**config.mk**
```make
export PLATFORM = sky130hd
export DESIGN_NAME = bus_arbiter_rr
export DESIGN_NICKNAME = d
export VERILOG_FILES = /design/src/rtl/bus_arbiter_rr.sv
export SDC_FILE = /design/constraint.sdc
export NUM_CORES = 1
export LEC_CHECK = 0
export ABC_AREA = 1
export CAP_MARGIN = 10
export CORE_MARGIN = 10
export CORE_UTILIZATION = 40
export CTS_BUF_LIST = sky130_fd_sc_hd__clkbuf_4 sky130_fd_sc_hd__clkbuf_8
export DETAILED_ROUTE_END_ITERATION = 8
export PLACE_DENSITY = 0.74
export SKIP_CTS_REPAIR_TIMING = 1
export SLEW_MARGIN = 25
export SYNTH_ARGS = -nofsm -noshare
export SYNTH_HDL_FRONTEND = slang
export SYNTH_SLANG_ARGS = --single-unit
```
**constraint.sdc**
```tcl
create_clock -name Clock -period 2.6 [get_ports Clock]
set_clock_uncertainty 0.15 [all_clocks]
set_input_delay 0.52 -clock Clock [delete_from_list [all_inputs] [get_ports Clock]]
set_output_delay 0.52 -clock Clock [all_outputs]
set_load 0.02 [all_outputs]
```
**src/rtl/bus_arbiter_rr.sv**
```systemverilog
// bus_arbiter_rr: round-robin arbiter for a shared datapath bus.
//
// A requester holds its Request bit for the whole transfer and keeps the
// grant until it drops that bit. One dead cycle (TURN) separates owners so
// the downstream mux never switches in the middle of a transfer.
//
// Optional feature macro: ARB_TIMEOUT_EN (grant length limit + TimedOut).
//
// Ports:
//   Clock     in   rising-edge clock
//   Reset_n   in   asynchronous active-low reset
//   Request   in   [N]  bit i high = master i wants or holds the bus
//   Grant     out  [N]  one-hot registered grant, zero when no owner
//   Select    out  [N]  zero-extended owner index, drives the mux select
//   BusValid  out       high while a grant is active
//   Owner     out  [4]  owner index, same value as Select[3:0]
//   TimedOut  out       one-cycle pulse on timeout revocation (0 if disabled)
//
// state | meaning
// ------+----------------------------------------------------------
// IDLE  | no owner, arbitrating every cycle
// OWNED | grant held while Request[owner] stays high
// TURN  | one dead cycle after release; arbitrates for the next owner
module bus_arbiter_rr #(
  parameter int NumberOfRequesters = 4,
  parameter int TimeoutCycles      = 64
) (
  input  logic                          Clock,
  input  logic                          Reset_n,
  input  logic [NumberOfRequesters-1:0] Request,
  output logic [NumberOfRequesters-1:0] Grant,
  output logic [NumberOfRequesters-1:0] Select,
  output logic                          BusValid,
  output logic [3:0]                    Owner,
  output logic                          TimedOut
);

  localparam int IdxW = (NumberOfRequesters > 1) ? $clog2(NumberOfRequesters) : 1;
  localparam logic [IdxW-1:0] LastInit = IdxW'(NumberOfRequesters - 1);

  if (NumberOfRequesters < 2 || NumberOfRequesters > 16) begin : g_bad_n
    $error("bus_arbiter_rr: NumberOfRequesters must be 2..16");
  end
  if (TimeoutCycles < 2) begin : g_bad_timeout
    $error("bus_arbiter_rr: TimeoutCycles must be at least 2");
  end

  typedef enum logic [1:0] {IDLE, OWNED, TURN} state_t;

  state_t                        state_q, state_d;
  logic [NumberOfRequesters-1:0] grant_q, grant_d;
  logic [IdxW-1:0]               owner_q, owner_d;
  logic [IdxW-1:0]               last_q, last_d;
  logic                          valid_q, valid_d;
  logic [NumberOfRequesters-1:0] req_eff;
  logic                          found;
  logic [IdxW-1:0]               winner;

`ifdef ARB_TIMEOUT_EN
  localparam int CntW = $clog2(TimeoutCycles);
  localparam logic [CntW-1:0] CntLast = CntW'(TimeoutCycles - 1);

  logic [CntW-1:0]               cnt_q, cnt_d;
  logic [NumberOfRequesters-1:0] mask_q, mask_d;
  logic                          to_q, to_d;

  // A revoked master stays out of arbitration until it drops Request.
  assign req_eff  = Request & ~mask_q;
  assign TimedOut = to_q;
`else
  assign req_eff  = Request;
  assign TimedOut = 1'b0;
`endif

  // First set bit searching upward from last_q+1, wrapping; the previous
  // owner is therefore checked last.
  always_comb begin
    int cand;
    found  = 1'b0;
    winner = '0;
    cand   = 0;
    for (int k = 1; k <= NumberOfRequesters; k++) begin
      cand = int'(last_q) + k;
      if (cand >= NumberOfRequesters) cand = cand - NumberOfRequesters;
      if (!found && req_eff[cand[IdxW-1:0]]) begin
        found  = 1'b1;
        winner = cand[IdxW-1:0];
      end
    end
  end

  always_comb begin
    state_d = state_q;
    grant_d = grant_q;
    owner_d = owner_q;
    last_d  = last_q;
    valid_d = valid_q;
`ifdef ARB_TIMEOUT_EN
    cnt_d   = cnt_q;
    mask_d  = mask_q & Request;
    to_d    = 1'b0;
`endif
    unique case (state_q)
      IDLE, TURN: begin
        grant_d = '0;
        valid_d = 1'b0;
        state_d = IDLE;
        if (found) begin
          grant_d[winner] = 1'b1;
          owner_d         = winner;
          last_d          = winner;
          valid_d         = 1'b1;
          state_d         = OWNED;
`ifdef ARB_TIMEOUT_EN
          cnt_d           = '0;
`endif
        end
      end
      OWNED: begin
        if (!Request[owner_q]) begin
          grant_d = '0;
          valid_d = 1'b0;
          state_d = TURN;
`ifdef ARB_TIMEOUT_EN
        end else if (cnt_q == CntLast) begin
          grant_d         = '0;
          valid_d         = 1'b0;
          to_d            = 1'b1;
          mask_d[owner_q] = 1'b1;
          state_d         = TURN;
        end else begin
          cnt_d = cnt_q + 1'b1;
`endif
        end
      end
      default: begin
        grant_d = '0;
        valid_d = 1'b0;
        state_d = IDLE;
      end
    endcase
  end

  always_ff @(posedge Clock or negedge Reset_n) begin
    if (!Reset_n) begin
      state_q <= IDLE;
      grant_q <= '0;
      owner_q <= '0;
      last_q  <= LastInit;
      valid_q <= 1'b0;
`ifdef ARB_TIMEOUT_EN
      cnt_q   <= '0;
      mask_q  <= '0;
      to_q    <= 1'b0;
`endif
    end else begin
      state_q <= state_d;
      grant_q <= grant_d;
      owner_q <= owner_d;
      last_q  <= last_d;
      valid_q <= valid_d;
`ifdef ARB_TIMEOUT_EN
      cnt_q   <= cnt_d;
      mask_q  <= mask_d;
      to_q    <= to_d;
`endif
    end
  end

  // Select and Owner are zero-extended views of the owner register, so
  // they hold their value through TURN and IDLE.
  assign Grant    = grant_q;
  assign BusValid = valid_q;
  assign Select   = {{(NumberOfRequesters - IdxW){1'b0}}, owner_q};
  assign Owner    = 4'(owner_q);

endmodule

```
==> results.md <==
* Synthesized cell area at 811 um^2
* Number of remaining DRC errors at 0
* Final Non-Filler Cells at 154
* Mean area per synthesized cell at 7.11 um^2
* PwrDens at 1410 nW/um^2
* Detailed Place HPWL at 1380 um
* R2r endpoint: Grant[0]$_DFFE_PN0P_
* Routed Antenna Nets at 0
* Hold Fails Final Rpt at 0
* Post-DR vias/cell at 4.63
* Power share of the combinational group at 0.662
* Crit-path max FO at 7
* WL met1 at 743 um
* Die Y at 65.0 um
* Synth Warn # at 0
* Worst-margin pin slew at 0.579 ns
* Final core utilization at 0.497
* Crit path cell chain: clkdlybuf4s50_1
* Row cnt at 16
* Final total power at 1.36 mW
* WP buf/inv at 1
* Layout Nets at 134
* Startpoint types: flip-flop
* CTS clk-pin slew, worst paths at 0.06 ns
* Internal Power at 0.654 mW
* Routability cong. at 0.828
* Final wirelength at 1760 um
* Placed cells at 150
* R2r startpoint: last_q[0]$_DFFE_PN1P_
* Cts bufs inserted at 3
* Die W at 65.0 um
* H-tree depth at 1
* Reg-to-reg slack, setup at 0.76 ns
* # diodes at 0
* Initial antenna violation count at 0
* Worst slew margin at 0.611
* Max_cap viols at 0
* CTS tree: yes
* Clock Latency Late Sink at 0.27 ns
* Hold Path End: state_q[1]$_DFFE_PN0P_
* Worst path max stage delay at 0.65 ns
* Post-Syn Instances at 114
* Worst hold path depth at 1
* Leakage power at 0.510 nW
* IO buf count at 14
* Clk pwr share at 0.103
* Die area at 4230 um^2
* Worst Setup Path Type: reg2out
* CP Capture Type: output pin
* Slew Viols, Final at 0
* Yosys reg bits at 10
* Routed wl met2 at 821 um
* Post-route minimum period at 2.02 ns
* Total net switching power at 0.703 mW
* Tightest Hold Check Type: reg2reg
* Final Setup Violations at 0
* DR vias at 713
* Sw Ratio at 0.518
* Largest net degree at the start of global routing at 11
* Synth unique cells at 21
* Status: complete, no violations
* First-pass GRT wire length at 3080 um
* Tightest hold margin at 0.282 ns
* Number of global-route vias before repair at 701
* Slowest CP cell: clkdlybuf4s50_1
* Peak VDD IR at 0.000669 V
* Final period utilization at 0.778
* Sequential element share of the synthesized area at 0.312
* Worst path required time at 1.93 ns
* Hold_sp: state_q[1]$_DFFE_PN0P_
* Reg power frac at 0.235
* Share of cells above drive strength 1 at 0.236
* WL/cell at 11.4 um
* Total negative slack at 0 ns
* Num ports at 20
* CP delay by family, top: buffers and inverters
* DRT iter0 DRCs at 16
* Drt pass-1 iters at 4
* Initial Utilization at 0.418
* Met3 WL at 180 um
* CTS sink count at 10
* Grt ovf at 0
* GRT Resource Usage Total at 0.0895
* Core area at 1940 um^2
* Fmax at 495 MHz
* CTS Root Buffer Type: clkbuf_4
* R2R cell count at 11
* CTS Buffer Depth at 2
* Data arrival, critical path at 1.35 ns
* Filler cells at 210
* Highest routed layer: met4
* RSZ-0062 raised after global routing: no
* Layout area overhead at 19.0%
-- state kept, by name, indices dropped and copies added, names as in the netlist --
register  flops
owner_q       2
Grant         4
state_q       2
last_q        2
-- power by group through the flow --
stage / logic [mW] / clock network, mW / registers, mW
floorplan: 0.709 / 0 / 0.319
global placement: 0.884 / 0 / 0.322
detailed placement: 0.902 / 0 / 0.324
CTS: 0.911 / 0.143 / 0.322
global route: 1.02 / 0.152 / 0.337
finish: 0.898 / 0.140 / 0.319
-- worst max-delay path by stage --
stage                        endpoint                    from  slack, ns  cells past startpoint
3_5_place_dp     Grant[0]$_DFFE_PN0P_              Request[1]       0.37                      7
3_3_place_gp     Grant[1]$_DFFE_PN0P_              Request[2]       0.38                      7
5_1_grt                      Owner[0]  owner_q[0]$_DFFE_PN0P_       0.49                      1
2_1_floorplan  state_q[0]$_DFFE_PN0P_   last_q[1]$_DFFE_PN1P_       0.92                     11
6_report                     Owner[0]  owner_q[0]$_DFFE_PN0P_       0.58                      1
4_1_cts                      Owner[0]  owner_q[0]$_DFFE_PN0P_       0.56                      1
-- kinds of logic after synthesis --
group                  count (synthesis)  share of synthesized area
and+or+nand+nor                       71                      0.463
buffers and inverters                 23                      0.162
other                                  1                    0.00463
AOI/OAI and AO/OA                      9                     0.0586
DFF                                   10                      0.312
-- final cells by class --
class | instances | area, um^2 | area share
Sequential cell | 10 | 253 | 0.262
Multi-Input combinational cell | 85 | 442 | 0.458
Tap cell | 27 | 33.8 | 0.0350
Clock buffer | 4 | 36.3 | 0.0376
Inverter | 14 | 60.1 | 0.0623
Timing Repair Buffer | 14 | 140 | 0.145
-- synthesized netlist by cell type --
cell type   n  share of area
nand2_4     7          0.097
a21boi_1    1         0.0093
buf_4       8          0.074
nor2_4      1          0.014
nand4_1     2          0.015
inv_1       9          0.042
nor2_1      2         0.0093
dfstp_2     2          0.065
o21ai_0     5          0.031
nand3_1     6          0.037
nand2_2    10          0.077
a21oi_1     3          0.019
buf_6       1          0.014
or2_1       1         0.0077
nor3_1      2          0.012
conb_1      1         0.0046
inv_2       4          0.019
nand3_2     1          0.012
dfrtp_1     8           0.25
inv_8       1          0.014
nand2_1    39           0.18
-- metrics by stage --
| stage | setup slack [ns] | cell area, um^2 |
|---|---|---|
| 3_5_place_dp | 0.373 | 928 |
| 4_1_cts | 0.562 | 965 |
| 6_report | 0.578 | 965 |
| 3_3_place_gp | 0.385 | 928 |
| 5_1_grt | 0.490 | 965 |
| 2_1_floorplan | 0.921 | 826 |
-- cell usage in the layout, fill, tap and decap left out --
master / netlist / final
a21boi_1: 1 / 1
a21oi_1: 3 / 3
clkbuf_4: 0 / 3
clkbuf_8: 0 / 1
clkdlybuf4s50_1: 0 / 14
conb_1: 1 / 5
dfrtp_1: 8 / 8
dfstp_2: 2 / 2
inv_1: 9 / 9
inv_2: 4 / 4
inv_8: 1 / 1
nand2_1: 39 / 39
nand2_2: 10 / 10
nand2_4: 7 / 7
nand3_1: 6 / 6
nand3_2: 1 / 1
nand4_1: 2 / 2
nor2_1: 2 / 2
nor2_4: 1 / 1
nor3_1: 2 / 2
o21ai_0: 5 / 5
or2_1: 1 / 1
-- metal layers --
| layer | GRT usage | vias up |
|---|---|---|
| met5 | 0 | - |
| met1 | 0.0978 | 323 |
| met2 | 0.147 | 22 |
| li1 | - | 365 |
| met3 | 0.0447 | 3 |
| met4 | 0.0321 | 0 |
Note: power is estimated with default switching activity, not from simulation.
